==> src/rtl/addressing_threshold_writer.sv <==
// addressing_threshold_writer: captures one camera frame as four thresholded bit-planes with a counter-based write address.
// Define THRESH_LATCH_EN to freeze the thresholds at the SOF that starts or restarts a frame.
module addressing_threshold_writer (
  input  logic        clk_in,
  input  logic        rst_in,
  input  logic        arm_in,
  input  logic        continuous_in,
  input  logic        pixel_valid_in,
  input  logic [8:0]  hcount_in,
  input  logic [7:0]  vcount_in,
  input  logic [7:0]  pixel_in,
  input  logic [7:0]  thresh_1_in,
  input  logic [7:0]  thresh_2_in,
  input  logic [7:0]  thresh_3_in,
  input  logic [7:0]  thresh_4_in,
  output logic        we_out,
  output logic [16:0] addr_out,
  output logic [3:0]  data_out,
  output logic        busy_out,
  output logic        frame_done_out,
  output logic        resync_err_out
);
  typedef enum logic [1:0] {IDLE, WAIT_SOF, WRITE, DONE} state_t;
  localparam logic [16:0] LAST_ADDR = 17'd76799;
  state_t state_q, state_d;
  logic [16:0] cnt_q, cnt_d, addr_q, addr_d, wr_addr;
  logic [3:0] data_q, data_d;
  logic we_q, we_d, resync_q, resync_d, sof, accept, start;
  logic [31:0] thr_live, thr_use;
  assign thr_live = {thresh_4_in, thresh_3_in, thresh_2_in, thresh_1_in};
`ifdef THRESH_LATCH_EN
  logic [31:0] thr_q, thr_d;
  // the SOF pixel itself must see the thresholds being latched on that edge
  assign thr_d = start ? thr_live : thr_q;
  assign thr_use = thr_d;
  always_ff @(posedge clk_in) thr_q <= rst_in ? '0 : thr_d;
`else
  assign thr_use = thr_live;
`endif
  always_comb begin
    sof = pixel_valid_in && hcount_in == '0 && vcount_in == '0;
    accept = (state_q == WAIT_SOF && sof) || (state_q == WRITE && pixel_valid_in);
    start = accept && sof;
    wr_addr = start ? '0 : cnt_q;
    we_d = accept;
    addr_d = accept ? wr_addr : addr_q;
    data_d = data_q;
    for (int k = 0; k < 4; k++)
      if (accept) data_d[k] = pixel_in >= thr_use[8*k +: 8];
    cnt_d = accept ? wr_addr + 17'd1 : cnt_q;
    resync_d = resync_q || (state_q == WRITE && sof && cnt_q != '0);
    state_d = state_q;
    case (state_q)
      IDLE: if (arm_in) begin
        state_d = WAIT_SOF;
        resync_d = 1'b0;
      end
      WAIT_SOF: state_d = sof ? WRITE : WAIT_SOF;
      WRITE: state_d = (accept && wr_addr == LAST_ADDR) ? DONE : WRITE;
      DONE: begin
        state_d = continuous_in ? WAIT_SOF : IDLE;
        cnt_d = '0;
      end
      default: state_d = IDLE;
    endcase
  end
  always_ff @(posedge clk_in) begin
    if (rst_in) begin
      state_q <= IDLE;
      cnt_q <= '0;
      addr_q <= '0;
      data_q <= '0;
      we_q <= 1'b0;
      resync_q <= 1'b0;
    end else begin
      state_q <= state_d;
      cnt_q <= cnt_d;
      addr_q <= addr_d;
      data_q <= data_d;
      we_q <= we_d;
      resync_q <= resync_d;
    end
  end
  assign we_out = we_q;
  assign addr_out = addr_q;
  assign data_out = data_q;
  assign busy_out = state_q == WAIT_SOF || state_q == WRITE;
  assign frame_done_out = state_q == DONE;
  assign resync_err_out = resync_q;
endmodule

==> config.mk <==
export PLATFORM = sky130hd
export DESIGN_NAME = addressing_threshold_writer
export DESIGN_NICKNAME = d
export VERILOG_FILES = /design/src/rtl/addressing_threshold_writer.sv
export SDC_FILE = /design/constraint.sdc
export NUM_CORES = 1
export LEC_CHECK = 0
export ABC_AREA = 1
export CORE_MARGIN = 2
export CORE_UTILIZATION = 47
export CTS_CLUSTER_DIAMETER = 30
export DETAILED_ROUTE_END_ITERATION = 10
export PLACE_DENSITY = 0.85
export SLEW_MARGIN = 20
export SYNTH_ARGS = -nofsm -noshare
export SYNTH_HDL_FRONTEND = slang
export SYNTH_SLANG_ARGS = --single-unit
==> constraint.sdc <==
create_clock -name clk_in -period 2.9 [get_ports clk_in]
set_input_delay 0.435 -clock clk_in [delete_from_list [all_inputs] [get_ports clk_in]]
set_output_delay 0.435 -clock clk_in [all_outputs]
set_load 0.03 [all_outputs]
==> results.md <==
- Net Sw Power: 438 µW
- Longest Clk Path Bufs: 2
- Pleak: about 0.0017 µW
- Ys async rst share: 0
- Post-DR wirelength/cell: roughly 14 µm
- CTS tree: yes
- Sink Count: 42
- Critical-path maximum fanout: 6
- Number of synthesized flops with an enable pin: 0
- Reg power frac: 0.391
- Critical-path cell list: inv_1 > ha_1 > nand2_2 > inv_1 > o2111ai_1 > nand2_1 > inv_1 > ha_1 > inv_1 > nor4_1 > nand3_1 > nor2_4 > nand3_1 > nand2_1 > o21ai_0 > nand2_1 > inv_1
- Final WS setup: around 240 ps
- Main synth FF type: dfxtp_1
- Synthesis-to-layout area growth: 38.5%
- H-tree levels: 2
- YS warnings: 0
- Critical path arrival: 2870 ps
- TritonCTS Buffers: 5
- Mapped Nets: a little over 500
- Largest net degree at the start of global routing: 22
- Root Driver: clkbuf_8
- Crit path largest cell delay: 380 ps
- RSZ-0062 raised after global routing: false
- Worst IR Drop VDD: 0.382 mV
- Tcrit/Tclk final: 0.916
- Sum Neg Setup Slack: 0 ps
- Most common cell in the netlist: nand2_1
- Cell family with most CP delay: simple AND/OR/NAND/NOR gates
- N_diodes: 0
- Critical Path End Type: flip-flop
- Placed inst area: 3790 µm²
- Syn avg cell area: 6.96 µm²
- Post-Syn Area: 2840 µm²
- Worst setup path class: flip-flop to flip-flop
- Worst Tran Pin Value: around 530 ps
- Yosys cell types: 33
- Internal power: 1140 µW
- Synth cell count leaders: nand2_1 (72), inv_1 (63), a21oi_1 (47), nor2_1 (47), dfxtp_1 (42)
- Final antenna-violating net count: 0
- Register area share after synthesis: 0.296
- Clock insertion delay at the later pin of the skew report: 300 ps
- Post-synthesis cell count: roughly 410
- # rows: 28
- P per Cell Area: 400 nW/µm²
- Via count: 3040
- Flops & latches, synth: 42
- Initial antenna violation count: 0
- Critical Path Source Type: flip-flop
- Overall power: 1570 µW
- Most frequent CP cell: inv_1
- RD Place Congestion: 0.955
- TritonRoute pass-1 iters: 4
- Share of post-route cells with drive strength above 1: 0.0582
- Worst slew margin: 0.645
- Combinational Power Share: 0.254
- DR DRC count: 0
- Cell taking the most area after synthesis: dfxtp_1
- CORE AREA: approximately 5900 µm²
- Slowest-stage cell, CP: dfxtp_1
- Final WL: 7.99 mm
- Initial core utilization: 0.483
- Final setup fails: 0
- Hold WC Path Type: flip-flop to flip-flop
- Grt total ovfl: 0
- Die Ht: 81.7 µm
- Layout Nets: 597
- I/O pin count: between 80 and 90
- Max-Cap Viols: 0
- Top cell type's share of synthesized area: 0.296
- Status: completed
- Global-route wire length before repair: 13.1 mm
- Pins over their slew limit: 0
- DP Wirelength: ~6.4 mm
- Setup bufs post-CTS: 0
- Final min period: 2660 ps
- Vias in the first global route: 2966
- WP data required: just over 3000 ps
- Die width: 81.7 µm
- Fin. Hold Viols: 0
- I/O Buffers: 86
- Fin area: 3930 µm²
- Fmax achieved: 0.376 GHz
- Clock share of power: 0.355
- Iter 0 DRT Violations: roughly 130
- Worst-path clk slew: around 90 ps
- WP buf/inv: 5
- Final clock skew: 7.46 ps
- Tot GR Track Use: 0.251
- DIE AREA: 6680 µm²
- Sw frac: 0.278
- Pre-CTS WS: 158 ps
- Final core occ: 0.668
- Via/cell ratio: 5.31
- Synth area leaders: dfxtp_1 (30%), ha_1 (17%), nand2_1 (9.5%)
-- registers in the layout, indices dropped and copies added, names as in the netlist, named ones only --
signal and cells:
cnt_q 17, resync_err_out 1, data_out 4, addr_out 17
we_out 1, state_q 1
-- placed cells by master (no fill, tap or decap), types with 2 or more instances in the layout --
cell	count
o2111ai_1	5
inv_2	2
dfxtp_1	42
nor3_1	5
bufinv_16	2
clkbuf_8	5
nor2_1	47
a21oi_1	47
o21ai_0	24
ha_1	38
buf_4	6
nand3_1	16
nand4_2	2
nand4_1	11
inv_1	63
nand2_2	2
nor4_1	4
nor2_2	4
nand2_1	72
clkdlybuf4s50_1	86
nor2_4	2
-- worst paths after layout --
kind / start / end / slack (ps) / depth (start not counted)
max: state_q[0] / cnt_q[10] / 240 / 17
min: addr_out[11] / addr_out[11] / 470 / 2
max reg2reg: state_q[0] / cnt_q[10] / 240 / 17
min reg2reg: addr_out[11] / addr_out[11] / 470 / 2
-- power groups by stage --
stage	combinational (µW)	clock (µW)	sequential, µW
after floorplan	189	0	657
after global placement	381	0	627
after detailed placement	398	0	628
after CTS	401	561	615
after global routing	442	586	618
final	400	559	615
-- logic make-up after synthesis --
kind of cell | after synthesis | synth area share
buffers and inverters | 76 | 0.105
AND/OR/NAND/NOR | 172 | 0.277
flip-flops | 42 | 0.296
AO/OA/AOI/OAI | 80 | 0.155
adder cells (fa/ha/maj) | 38 | 0.167
-- final cells by class --
| cell class | count | area, µm² |
|---|---|---|
| repair buffers | 92 | 906 |
| clock inverters | 3 | 68.8 |
| well taps | 75 | 93.8 |
| flip-flops and latches | 42 | 841 |
| inverters | 66 | 248 |
| multi-input cells | 290 | 1710 |
| fillers | 511 | 1950 |
| clock buffers | 5 | 68.8 |
-- metal layers --
| layer | up-vias | share of wire | GRT usage |
|---|---|---|---|
| met5 | - | 0 | 0 |
| met2 | 105 | 0.50 | 0.462 |
| met1 | 1377 | 0.41 | 0.277 |
| met3 | 27 | 0.052 | 0.0451 |
| li1 | 1531 | - | - |
| met4 | 0 | 0.042 | 0.115 |
-- tightest hold or removal path, cell delays in order, from the launching register on --
cell     delay, ps
dfxtp_1        320
nand2_1         60
a21oi_1         50
-- metrics by stage --
step	hold WS (ps)	cells
after floorplan	455	408
after global placement	456	565
after detailed placement	458	565
after CTS	471	573
after global routing	488	573
final	467	573
-- repair_timing --
| item | in CTS | in global routing |
|---|---|---|
| hold endpoints to repair | 0 | 0 |
| resized for setup | 0 | 1 |
| endpoints found under the setup margin | 0 | 2 |
| hold buffers | 0 | 0 |
Power figures use the tool's default switching activity.
